**src/rtl/gsm_cdc_pkg.sv**
```systemverilog
// Shared definitions for the GSM switch gray-pointer pulse-crossing channel.
//   st_e     : status encoding reported by the transmitter (IDLE/SEND/STALL)
//   bin2gray : binary to reflected-gray conversion, up to 16-bit pointers
package gsm_cdc_pkg;

  typedef enum logic [1:0] {
    ST_IDLE  = 2'd0,
    ST_SEND  = 2'd1,
    ST_STALL = 2'd2
  } st_e;

  // Callers zero-extend narrower pointers and slice the result back down.
  function automatic logic [15:0] bin2gray(input logic [15:0] b);
    return (b >> 1) ^ b;
  endfunction

endpackage

```
**src/rtl/gsm_cdc_pulse_tx_if.sv**
```systemverilog
// Handshake/status bundle of the pulse-crossing transmitter.
//   ev_valid/ev_cnt/ev_ready : multi-count event request handshake
//   flush                    : discard all not-yet-issued events
//   rptr_async               : reader gray pointer (reader clock domain)
//   wptr                     : registered gray write pointer toward the reader
//   full/pending/st          : crossing-full flag, queued event count, status
// Modports: master = request source / reader side, slave = transmitter.
interface gsm_cdc_pulse_tx_if #(
  parameter int PTR_W  = 3,
  parameter int CNT_W  = 8,
  parameter int PEND_W = 10
);
  logic              ev_valid;
  logic [CNT_W-1:0]  ev_cnt;
  logic              ev_ready;
  logic              flush;
  logic [PTR_W-1:0]  rptr_async;
  logic [PTR_W-1:0]  wptr;
  logic              full;
  logic [PEND_W-1:0] pending;
  logic [1:0]        st;

  modport master (
    output ev_valid, ev_cnt, flush, rptr_async,
    input  ev_ready, wptr, full, pending, st
  );

  modport slave (
    input  ev_valid, ev_cnt, flush, rptr_async,
    output ev_ready, wptr, full, pending, st
  );
endinterface

```
**src/rtl/gsm_cdc_sync2.sv**
```systemverilog
// Two-flop vector synchronizer into the wclk domain. Only safe for
// gray-coded (single-bit-change) vectors; no logic sits between stages.
//   wclk, wrst_n : destination clock, synchronous active-low reset
//   d            : asynchronous input vector
//   q            : synchronized output (2 wclk latency)
module gsm_cdc_sync2 #(
  parameter int W = 3
) (
  input  logic         wclk,
  input  logic         wrst_n,
  input  logic [W-1:0] d,
  output logic [W-1:0] q
);

  logic [W-1:0] s1_d, s1_q;
  logic [W-1:0] s2_d, s2_q;

  always_comb begin
    s1_d = d;
    s2_d = s1_q;
  end

  always_ff @(posedge wclk) begin
    if (!wrst_n) begin
      s1_q <= '0;
      s2_q <= '0;
    end else begin
      s1_q <= s1_d;
      s2_q <= s2_d;
    end
  end

  assign q = s2_q;

endmodule

```
**src/rtl/gsm_cdc_pulse_tx.sv**
```systemverilog
// Write-side endpoint of the gray-pointer pulse-crossing channel.
// Accepts multi-count event requests into a pending accumulator and issues
// at most one event per wclk as a gray write-pointer increment, throttled
// by the synchronized reader pointer.
//   wclk, wrst_n : write clock, synchronous active-low reset
//   bus (slave)  : ev_valid/ev_cnt/ev_ready, flush, rptr_async, wptr, full,
//                  pending, st
//   sent_cnt     : (GSM_CDC_TX_STATS_EN) issued events, wraps
//   stall_cnt    : (GSM_CDC_TX_STATS_EN) cycles in STALL, saturates
// Optional feature macro: GSM_CDC_TX_STATS_EN
module gsm_cdc_pulse_tx
  import gsm_cdc_pkg::*;
#(
  parameter int PTR_W  = 3,
  parameter int CNT_W  = 8,
  parameter int PEND_W = 10
) (
  input  logic                 wclk,
  input  logic                 wrst_n,
  gsm_cdc_pulse_tx_if.slave    bus
`ifdef GSM_CDC_TX_STATS_EN
  ,
  output logic [15:0]          sent_cnt,
  output logic [15:0]          stall_cnt
`endif
);

  // Largest pending count that can still absorb a maximal request.
  localparam logic [PEND_W-1:0] READY_MAX =
    PEND_W'((2**PEND_W - 1) - (2**CNT_W - 1));

  logic [PTR_W-1:0]  rq2;
  logic [PTR_W-1:0]  wbin_d, wbin_q;
  logic [PTR_W-1:0]  wptr_d, wptr_q;
  logic [PEND_W-1:0] pending_d, pending_q;
  logic [PTR_W-1:0]  wbin_inc;
  logic [PTR_W-1:0]  gray_inc;
  logic              full;
  logic              issue;
  logic              ev_ready;
  logic              accept;
  st_e               st;

  gsm_cdc_sync2 #(.W(PTR_W)) u_rptr_sync (
    .wclk   (wclk),
    .wrst_n (wrst_n),
    .d      (bus.rptr_async),
    .q      (rq2)
  );

  // Combinational decode from registered state
  always_comb begin
    wbin_inc = wbin_q + PTR_W'(1);
    gray_inc = PTR_W'(bin2gray(16'(wbin_inc)));
    // Next pointer would collide with the reader: all slots outstanding.
    full     = (gray_inc == rq2);
    issue    = (pending_q != '0) && !full && !bus.flush;
    ev_ready = !bus.flush && (pending_q <= READY_MAX);
    accept   = bus.ev_valid && ev_ready;

    if (pending_q == '0) st = ST_IDLE;
    else if (full)       st = ST_STALL;
    else                 st = ST_SEND;

    wbin_d    = issue ? wbin_inc : wbin_q;
    wptr_d    = issue ? gray_inc : wptr_q;
    // Flush drops queued events only; already-issued pointer moves stand.
    if (bus.flush)
      pending_d = '0;
    else
      pending_d = pending_q
                + (accept ? PEND_W'(bus.ev_cnt) : '0)
                - PEND_W'(issue);
  end

  // Pointer / accumulator registers
  always_ff @(posedge wclk) begin
    if (!wrst_n) begin
      wbin_q    <= '0;
      wptr_q    <= '0;
      pending_q <= '0;
    end else begin
      wbin_q    <= wbin_d;
      wptr_q    <= wptr_d;
      pending_q <= pending_d;
    end
  end

  assign bus.wptr     = wptr_q;
  assign bus.full     = full;
  assign bus.pending  = pending_q;
  assign bus.ev_ready = ev_ready;
  assign bus.st       = st;

`ifdef GSM_CDC_TX_STATS_EN
  logic [15:0] sent_cnt_d, sent_cnt_q;
  logic [15:0] stall_cnt_d, stall_cnt_q;

  always_comb begin
    sent_cnt_d  = sent_cnt_q + 16'(issue);
    stall_cnt_d = stall_cnt_q;
    if (st == ST_STALL && stall_cnt_q != 16'hFFFF)
      stall_cnt_d = stall_cnt_q + 16'd1;
  end

  // Statistics registers; flush intentionally leaves them alone
  always_ff @(posedge wclk) begin
    if (!wrst_n) begin
      sent_cnt_q  <= '0;
      stall_cnt_q <= '0;
    end else begin
      sent_cnt_q  <= sent_cnt_d;
      stall_cnt_q <= stall_cnt_d;
    end
  end

  assign sent_cnt  = sent_cnt_q;
  assign stall_cnt = stall_cnt_q;
`else
  // Statistics counters are not built in this configuration.
`endif

endmodule

```
**src/flat_wrapper.sv**
```systemverilog
// flat-port wrapper written by rule: the top's interface ports become plain ports
module gsm_cdc_pulse_tx_flat import gsm_cdc_pkg::*;
#(
  parameter int PTR_W  = 3,
  parameter int CNT_W  = 8,
  parameter int PEND_W = 10
)
  (wclk, wrst_n, bus_ev_valid, bus_ev_cnt, bus_flush, bus_rptr_async, bus_ev_ready, bus_wptr, bus_full, bus_pending, bus_st);
  gsm_cdc_pulse_tx_if #(.PTR_W(PTR_W), .CNT_W(CNT_W), .PEND_W(PEND_W)) bus_i ();
  input  logic wclk;
  input  logic wrst_n;
  input wire logic [$bits(bus_i.ev_valid)-1:0] bus_ev_valid;
  input wire logic [$bits(bus_i.ev_cnt)-1:0] bus_ev_cnt;
  input wire logic [$bits(bus_i.flush)-1:0] bus_flush;
  input wire logic [$bits(bus_i.rptr_async)-1:0] bus_rptr_async;
  output wire logic [$bits(bus_i.ev_ready)-1:0] bus_ev_ready;
  output wire logic [$bits(bus_i.wptr)-1:0] bus_wptr;
  output wire logic [$bits(bus_i.full)-1:0] bus_full;
  output wire logic [$bits(bus_i.pending)-1:0] bus_pending;
  output wire logic [$bits(bus_i.st)-1:0] bus_st;
  assign bus_i.ev_valid = bus_ev_valid;
  assign bus_i.ev_cnt = bus_ev_cnt;
  assign bus_i.flush = bus_flush;
  assign bus_i.rptr_async = bus_rptr_async;
  assign bus_ev_ready = bus_i.ev_ready;
  assign bus_wptr = bus_i.wptr;
  assign bus_full = bus_i.full;
  assign bus_pending = bus_i.pending;
  assign bus_st = bus_i.st;
  gsm_cdc_pulse_tx #(.PTR_W(PTR_W), .CNT_W(CNT_W), .PEND_W(PEND_W)) u_core (.wclk(wclk), .wrst_n(wrst_n), .bus(bus_i));
endmodule
```
**config.mk**
```make
export PLATFORM = sky130hd
export DESIGN_NAME = gsm_cdc_pulse_tx_flat
export DESIGN_NICKNAME = d
export VERILOG_FILES = /design/src/rtl/gsm_cdc_pkg.sv /design/src/rtl/gsm_cdc_pulse_tx_if.sv /design/src/rtl/gsm_cdc_sync2.sv /design/src/rtl/gsm_cdc_pulse_tx.sv /design/src/flat_wrapper.sv
export SDC_FILE = /design/constraint.sdc
export NUM_CORES = 1
export LEC_CHECK = 0
export CAP_MARGIN = 20
export CORE_MARGIN = 3
export CORE_UTILIZATION = 54
export DETAILED_ROUTE_END_ITERATION = 6
export PLACE_DENSITY = 0.84
export SYNTH_ARGS = -nofsm -noshare
export SYNTH_HDL_FRONTEND = slang
export SYNTH_SLANG_ARGS = --single-unit
```
**constraint.sdc**
```tcl
create_clock -name wclk -period 5.2 [get_ports wclk]
set_input_delay 0.78 -clock wclk [delete_from_list [all_inputs] [get_ports wclk]]
set_output_delay 0.78 -clock wclk [all_outputs]
set_load 0.02 [all_outputs]
```
**Yosys cells after proc, flatten, opt, wreduce, memory -nomap -nowiden**

Cells that the tools add are included.

- Flip-flop bits (word level): 22
- Memory bits (read-only): 0
- Bits in latches: 0
- Memories kept: 0
- Bits in writable memories: 0
- Input port bits: 15
- Logic and storage cells: 24

- Magnitude comparators: 1
- Multiplexer cells: 3
- Shift-type cells: 0
- Reductions and logical operators: 9
- Bitwise operators: 2
- Equality and inequality tests: 1
- Multipliers: 0
- Divide/modulo/power cells: 0
- Add/subtract/negate cells: 3

Operators with widths:

| cell | number |
|---|---|
| adder 10 bit | 1 |
| <= comparator 10 bit (second input constant) | 1 |
| logical NOT 10 bit | 1 |
| nonzero test 10 bit | 1 |
| subtractor 10 x 1 -> 10 bit | 1 |
| 2-to-1 mux 8 bit | 1 |
| logical AND 1 bit | 4 |
| 2-to-1 mux 2 bit | 2 |
| adder 3 x 1 -> 3 bit (second input constant) | 1 |
| equality test 3 bit | 1 |
| bitwise XOR 2 x 3 -> 3 bit | 1 |
| logical NOT 1 bit | 2 |
| OR reduction 2 bit | 1 |
| inverter 1 bit | 1 |

**Longest topological paths before layout**

Gate-level depths: netlist of the first run.

- Depth after elaboration: 7
- Mapped depth: 15

**By module**

Synthesis of the first run repeated with hierarchy kept, for this count alone.

- Cells, all modules: 166
- Area, all modules: 1450.1 um^2

By module, submodules not included:

| module | instances | area each (um^2) | cells each | seq. area each (um^2) |
|---|---|---|---|---|
| gsm_cdc_pulse_tx | 1 | 1292.5 | 154 | 300.3 |
| gsm_cdc_sync2 | 1 | 157.7 | 12 | 120.1 |

**Worst setup path before layout of the first run**

Ideal clock, no wire load.

- Kind: register -> register
- From: register u_core.wbin_q[0]
- To: register u_core.pending_q[8], in the netlist u_core.bus.pending[8]
- Arrival: 3.382 ns
- Setup slack: 1.696 ns
- Clock period less this slack: 3.504 ns
- Data required time: 5.078 ns
- Library setup time: 0.122 ns
- Stages on the path, launching flop included: 16
- Cell sequence: dfxtp_1 ha_1 xor3_2 xor2_2 nor2_2 nor3_4 ha_1 inv_1 ha_1 inv_1 fa_1 nor2b_1 o21ai_0 a21oi_1 o22ai_1 mux2i_1

- Longest elaborated chain between the ends: 7

Ends and longest elaborated chain:

| what | line | RTL |
|---|---|---|
| from (decl) | gsm_cdc_pulse_tx.sv:33 | `logic [PTR_W-1:0] wbin_d, wbin_q;` |
| from (signal assigned) | gsm_cdc_pulse_tx.sv:83 | `wbin_q <= wbin_d;` |
| adder 3 x 1 -> 3 bit | gsm_cdc_pulse_tx.sv:53 | `wbin_inc = wbin_q + PTR_W'(1);` |
| net u_core.wbin_inc[1] | gsm_cdc_pulse_tx.sv:36 | `logic [PTR_W-1:0] wbin_inc;` |
| bitwise XOR 2 x 3 -> 3 bit | gsm_cdc_pkg.sv:14 | `return (b >> 1) ^ b;` |
| equality test 3 bit | gsm_cdc_pulse_tx.sv:56 | `full = (gray_inc == rq2);` |
| net bus_full | flat_wrapper.sv:18 | `output wire logic [$bits(bus_i.full)-1:0] bus_full;` |
| logical NOT 1 bit | gsm_cdc_pulse_tx.sv:57 | `issue = (pending_q != '0) && !full && !bus.flush;` |
| logical AND 1 bit (2 in a row) | gsm_cdc_pulse_tx.sv:57 |  |
| net u_core.issue | gsm_cdc_pulse_tx.sv:39 | `logic issue;` |
| subtractor 10 x 1 -> 10 bit | gsm_cdc_pulse_tx.sv:73 | `- PEND_W'(issue);` |
| to (signal assigned) | gsm_cdc_pulse_tx.sv:85 | `pending_q <= pending_d;` |
| to (decl) | gsm_cdc_pulse_tx.sv:35 | `logic [PEND_W-1:0] pending_d, pending_q;` |

The timed path passes the listed nets, and every way through them passes these cells.
A chain may end at the register's enable or synchronous reset.

**Worst setup path in the final report of the first run**

- From: register u_core.wbin_q[0]
- To: register u_core.pending_q[8], in the netlist u_core.bus.pending[8]

- Longest elaborated chain between the ends: 7

Ends and longest elaborated chain:

| what | line |
|---|---|
| adder 3 x 1 -> 3 bit | gsm_cdc_pulse_tx.sv:53 |
| net u_core.wbin_inc[1] | gsm_cdc_pulse_tx.sv:36 |
| bitwise XOR 2 x 3 -> 3 bit | gsm_cdc_pkg.sv:14 |
| equality test 3 bit | gsm_cdc_pulse_tx.sv:56 |
| logical NOT 1 bit | gsm_cdc_pulse_tx.sv:57 |
| logical AND 1 bit (2 in a row) | gsm_cdc_pulse_tx.sv:57 |
| net u_core.issue | gsm_cdc_pulse_tx.sv:39 |
| subtractor 10 x 1 -> 10 bit | gsm_cdc_pulse_tx.sv:73 |

The timed path passes the listed nets, and every way through them passes these cells.

==> flow_summary.json, run 1 <==
{
  "outcome": "finished clean",
  "min_from": "u_core.u_rptr_sync.s1_q[1]",
  "grt_max_degree": 19,
  "syn_to_final_growth_pct": 24.40,
  "grt_pass1_vias": 1262,
  "drv_cap": 0,
  "ys_ff_latch": 21,
  "synth_enable_flop_cells": 0,
  "ctsHoldBuffers": 0,
  "clk_pin_slew_worst_paths_ns": 0.13,
  "cellPowerDensity_nw_per_um2": 683.3,
  "grtUsageTotal_pct": 19.94,
  "die_w_um": 58.02,
  "drive_gt1_share_pct": 4.950,
  "gp_congestion": 0.8969,
  "cts_buffer_depth": 2,
  "maxSlewViolCount": 0,
  "tightest_slew_ns": 0.5227,
  "period_needed_ns": 4.060,
  "design.die.area_um2": 3366,
  "worstPathRequired_ns": 5.44,
  "ys.flop_type": "dfxtp_1",
  "syn_inst": 171,
  "holdWs_ns": 0.4477,
  "synth_top_area_share_pct": 28.77,
  "critPathKind": "reg2reg",
  "cts_resized": 0,
  "fin_area_um2": 1818,
  "clock_latency_ns": 0.30,
  "crit_start": "u_core.wbin_q[0]",
  "num-nets-final": 239,
  "first_pass_iters": 4,
  "fmax_mhz": 246.3,
  "grt-ovfl-total": 0,
  "fp.coreArea_um2": 2522,
  "placed_cells": 228,
  "synth_async_sr_flop_share_pct": 0,
  "grt_pass1_wl_mm": 5.319,
  "leakage_uw": 0.0008197,
  "r2r-start": "u_core.wbin_q[0]",
  "clkSinkCount": 21,
  "min_path_type": "reg2reg",
  "initial_core_util_pct": 57.94,
  "post_drt_via_cell_ratio": 5.397,
  "min_period_over_period_pct": 78.07,
  "yosys_warnings": 0,
  "instances_no_fill": 232,
  "antenna_cells": 0,
  "finalHoldViolCount": 0,
  "die_h_um": 58.02,
  "syn-num-nets": 207,
  "place.port_buffers": 31,
  "place_hpwl_mm": 2.561,
  "yosys.cell_count.top_type": "inv_1",
  "clockRootBuffer": "clkbuf_4",
  "drc_errors": 0,
  "yosysSeqAreaShare_pct": 28.77,
  "post-cts-setup-buffer-count": 0,
  "tns_ns": 0,
  "syn_avg_cell_area_um2": 8.546,
  "arrival_ns": 4.30,
  "routedWlPerCell_um": 13.74,
  "rsz0062_at_grt": "no",
  "antenna_found_initial": 0,
  "startpoint_type": "register",
  "ys_top_cells_by_count": "inv_1 (29), nand2_1 (22), dfxtp_1 (21)",
  "routed_wl_mm": 3.188,
  "vias": 1252,
  "syn_area_um2": 1461,
  "synthTopCellsByArea": "dfxtp_1 (29%), ha_1 (17%), inv_1 (7.4%)",
  "ant_nets": 0,
  "cts_tree": "done",
  "synth.distinct_cells": 37,
  "cp_max_fo": 5,
  "slew_headroom_pct": 65.05,
  "placementRows": 18,
  "drt_iter0_markers": 39,
  "cts_max_level": 1,
  "crit_path_end_kind": "register",
  "yosysTopAreaCell": "dfxtp_1",
  "cts_buffers": 3,
  "skew_ns": 0.007265,
  "max-vdd-ir-drop_uv": 454.3,
  "io_pins": 32,
  "setup_viol": 0,
  "placed_area_um2": 1790
}
where the power goes:
| group | switching, uW | internal [uW] |
|---|---|---|
| registers | 39.0 | 207 |
| logic | 487 | 428 |
| clock network | 52.5 | 28.7 |
| total | 578 | 664 |
cells by family after synthesis:
| group | Yosys count | synth area share (%) |
|---|---|---|
| xor gates and xnor gates | 6 | 7.449 |
| adders and majority gates | 21 | 18.49 |
| DFF | 21 | 28.77 |
| AOI/OAI and AO/OA | 20 | 7.791 |
| and+or+nand+nor | 63 | 23.97 |
| muxes | 7 | 4.795 |
| buffers and inverters | 33 | 8.733 |
critical path, stage by stage (launching register included):
cell and delay [ns]:
dfxtp_1 0.38, ha_1 0.39, xor3_2 0.50, xor2_2 0.18
nor2_2 0.09, nor3_4 0.37, ha_1 0.30, inv_1 0.06
ha_1 0.20, inv_1 0.07, fa_1 0.40, nor2b_1 0.17
o21ai_0 0.13, a21oi_1 0.37, o22ai_1 0.19, mux2i_1 0.20
registers in the layout (all words and copies together), names as in the netlist:
| signal | flops |
|---|---|
| u_core.wbin_q | 2 |
| u_core.u_rptr_sync.q | 3 |
| u_core.u_rptr_sync.s1_q | 3 |
| u_core.bus.wptr | 3 |
| u_core.bus.pending | 10 |
layout by cell type (no fill, tap or decap), types with 2 or more instances in the layout:
cell,count
inv_1,29
o21ai_0,7
nand2b_1,5
nand2_1,22
nor3b_1,2
nor2b_1,3
nor4_1,2
mux2i_1,7
or4_1,2
ha_1,20
nor2_1,4
a21oi_1,7
clkdlybuf4s50_1,31
nor3_1,4
and3_1,4
dfxtp_1,21
and2_1,8
a211oi_1,2
clkbuf_4,3
path summary, 6_finish.rpt:
path / slack, ns / cells past startpoint / endpoint
worst min-delay path: 0.45 / 1 / u_core.u_rptr_sync.q[1]
worst min register to register: 0.45 / 1 / u_core.u_rptr_sync.q[1]
worst max-delay path: 1.14 / 15 / u_core.bus.pending[8]
worst max register to register: 1.14 / 15 / u_core.bus.pending[8]
per-layer routing:
layer | up-vias | global-route usage, % | part of all wire [%]
met5 | - | 0 | 0
met1 | 592 | 25.31 | 46
li1 | 622 | - | -
met2 | 36 | 34.19 | 50
met3 | 2 | 2.895 | 4.0
met4 | 0 | 7.285 | 0.41
metrics by stage:
stage | total power (uW) | utilization [%] | setup WS (ns)
finish | 1242 | 72.07 | 1.140
global route | 1338 | 72.07 | 0.9854
CTS | 1236 | 72.07 | 1.221
detailed placement | 1151 | 70.98 | 1.261
global placement | 1108 | 70.98 | 1.413
floorplan | 875.6 | - | 1.696
cell type report:
class / instances / area (um2)
Clock inverter: 1 / 5.005
Tap cell: 30 / 37.54
Sequential cell: 21 / 420.4
Clock buffer: 3 / 22.52
Timing Repair Buffer: 31 / 310.3
Fill cell: 204 / 704.4
Inverter: 29 / 108.9
Multi-Input combinational cell: 117 / 913.4
(Power assumes the default switching activity.)
==> run 2, diff against run 1 <==
CORE_UTILIZATION = 50   (was 54)
PLACE_DENSITY = 0.79   (was 0.84)
clock period = 4.1 ns   (was 5.2 ns; I/O delays follow)
==> run 2 against run 1 <==
  * Final area increased by 0.34%
  * Die area increased by 7.2%
  * Cell count increased by 0.43%
  * Critical endpoint unchanged
  * Largest power group unchanged
==> flow_summary.json, run 2 (same netlist as run 1, synthesis figures left out) <==
{
  "drc_errors": 0,
  "cts_tree": "done",
  "post_drt_via_cell_ratio": 5.373,
  "clockRootBuffer": "clkbuf_4",
  "vias": 1252,
  "crit_cells": 15,
  "place_hpwl_mm": 2.513,
  "path_delay_family": "adder cells",
  "post-cts-setup-buffer-count": 0,
  "drt_iter0_markers": 17,
  "crit_path_end_kind": "register",
  "cts_buffer_depth": 2,
  "fmax_mhz": 263.0,
  "num-nets-final": 240,
  "tns_ns": 0,
  "routed_wl_mm": 3.021,
  "p_int_uw": 843.8,
  "clk_pin_slew_worst_paths_ns": 0.12,
  "place.port_buffers": 31,
  "cts_max_level": 1,
  "cp_cell_sequence": "ha_1 -> xor3_2 -> xor2_2 -> nor2_2 -> nor3_4 -> ha_1 -> inv_1 -> ha_1 -> inv_1 -> fa_1 -> nor2b_1 -> o21ai_0 -> a21oi_1 -> o22ai_1 -> mux2i_1",
  "worstPathRequired_ns": 4.31,
  "min_period_over_period_pct": 92.73,
  "arrival_ns": 4.01,
  "ant_nets": 0,
  "grt-ovfl-total": 0,
  "maxSlewViolCount": 0,
  "syn_to_final_growth_pct": 24.83,
  "die_w_um": 60.06,
  "first_pass_iters": 4,
  "antenna_found_initial": 0,
  "power_switching_uw": 711.6,
  "hold_depth": 1,
  "slew_headroom_pct": 66.33,
  "r2r_cells": 15,
  "drive_gt1_share_pct": 4.926,
  "cts_buffers": 3,
  "seqCellArea_um2": 420.4,
  "placed_area_um2": 1798,
  "swShare_pct": 45.75,
  "max-vdd-ir-drop_uv": 492.5,
  "grt_max_degree": 19,
  "grt_pass1_vias": 1256,
  "multiInputGateArea_um2": 913.4,
  "grt_pass1_wl_mm": 5.085,
  "placementRows": 18,
  "period_needed_ns": 3.802,
  "cellPowerDensity_nw_per_um2": 852.6,
  "fin_area_um2": 1824,
  "die_h_um": 60.06,
  "power_frac_comb_pct": 73.6,
  "slowest_delay_ns": 0.50,
  "seqPwrFrac_pct": 19.9,
  "post-route-util_pct": 69.23,
  "crit_buf_inv": 2,
  "tightest_slew_ns": 0.5035,
  "setup_viol": 0,
  "final_cell_mix": "clkdlybuf4s50_1 (31), inv_1 (29), nand2_1 (22)",
  "layout_commonest_cell": "clkdlybuf4s50_1",
  "largest_reg_flops": 10,
  "outcome": "finished clean",
  "rsz0062_at_grt": "no",
  "n_fill_cell": 221,
  "grtUsageTotal_pct": 18.68,
  "critPathKind": "reg2reg",
  "cp_slowest_cell": "xor3_2",
  "gp_congestion": 0.8516,
  "clock_latency_ns": 0.30,
  "io_pins": 32,
  "routedWlPerCell_um": 12.97,
  "cts_resized": 0,
  "p_clk_share_pct": 6.5,
  "leakage_uw": 0.0008221,
  "initial_core_util_pct": 55.46,
  "skew_ns": 0.001181,
  "startpoint_type": "register",
  "finalPower_uw": 1555,
  "drv_cap": 0,
  "min_path_type": "reg2reg",
  "ctsHoldBuffers": 0,
  "cp_max_fo": 5,
  "clkSinkCount": 21,
  "finalHoldViolCount": 0,
  "design.die.area_um2": 3607,
  "antenna_cells": 0,
  "crit_top_cell": "ha_1",
  "fp.coreArea_um2": 2635
}
==> run 2: changes by cell type in the layout (fill, tap and decap cells not counted) <==
| cell | before | now |
|---|---|---|
| buf_4 | 0 | 1 |
| clkbuf_1 | 0 | 1 |
| clkinv_2 | 1 | 0 |
==> run 2: layer usage <==
layer  GRT usage, %  wire length (um)
met1          22.82              1368
met2          33.33              1502
met3          4.104               125
met4          3.797                25
met5              0                 0
==> run 2: area by class of cell <==
type | count | share of cell area [%]
multi-input cells | 117 | 50.07
repair buffers | 32 | 17.42
well taps | 30 | 2.058
inverters | 29 | 5.967
flip-flops and latches | 21 | 23.05
clock buffers | 4 | 1.440
==> run 2: power groups by stage <==
stage | logic (uW) | clock network (uW) | registers, uW
CTS | 1150 | 103 | 310
global placement | 1090 | 0 | 312
detailed placement | 1140 | 0 | 314
global route | 1270 | 110 | 318
finish | 1140 | 102 | 309
floorplan | 751 | 0 | 359
==> run 2: path summary, 6_finish.rpt <==
check        slack (ns)                  startpoint                 endpoint
max                0.30            u_core.wbin_q[0]    u_core.bus.pending[8]
min                0.45  u_core.u_rptr_sync.s1_q[2]  u_core.u_rptr_sync.q[2]
min reg2reg        0.45  u_core.u_rptr_sync.s1_q[2]  u_core.u_rptr_sync.q[2]
max reg2reg        0.30            u_core.wbin_q[0]    u_core.bus.pending[8]
==> run 2: through the flow <==
stage | hold WS [ns] | setup WS, ns | std cells
detailed placement | 0.4230 | 0.3279 | 229
global placement | 0.4159 | 0.5057 | 229
global route | 0.4792 | 0.03673 | 233
CTS | 0.4519 | 0.3028 | 233
floorplan | 0.4119 | 0.5955 | 171
finish | 0.4473 | 0.2982 | 233
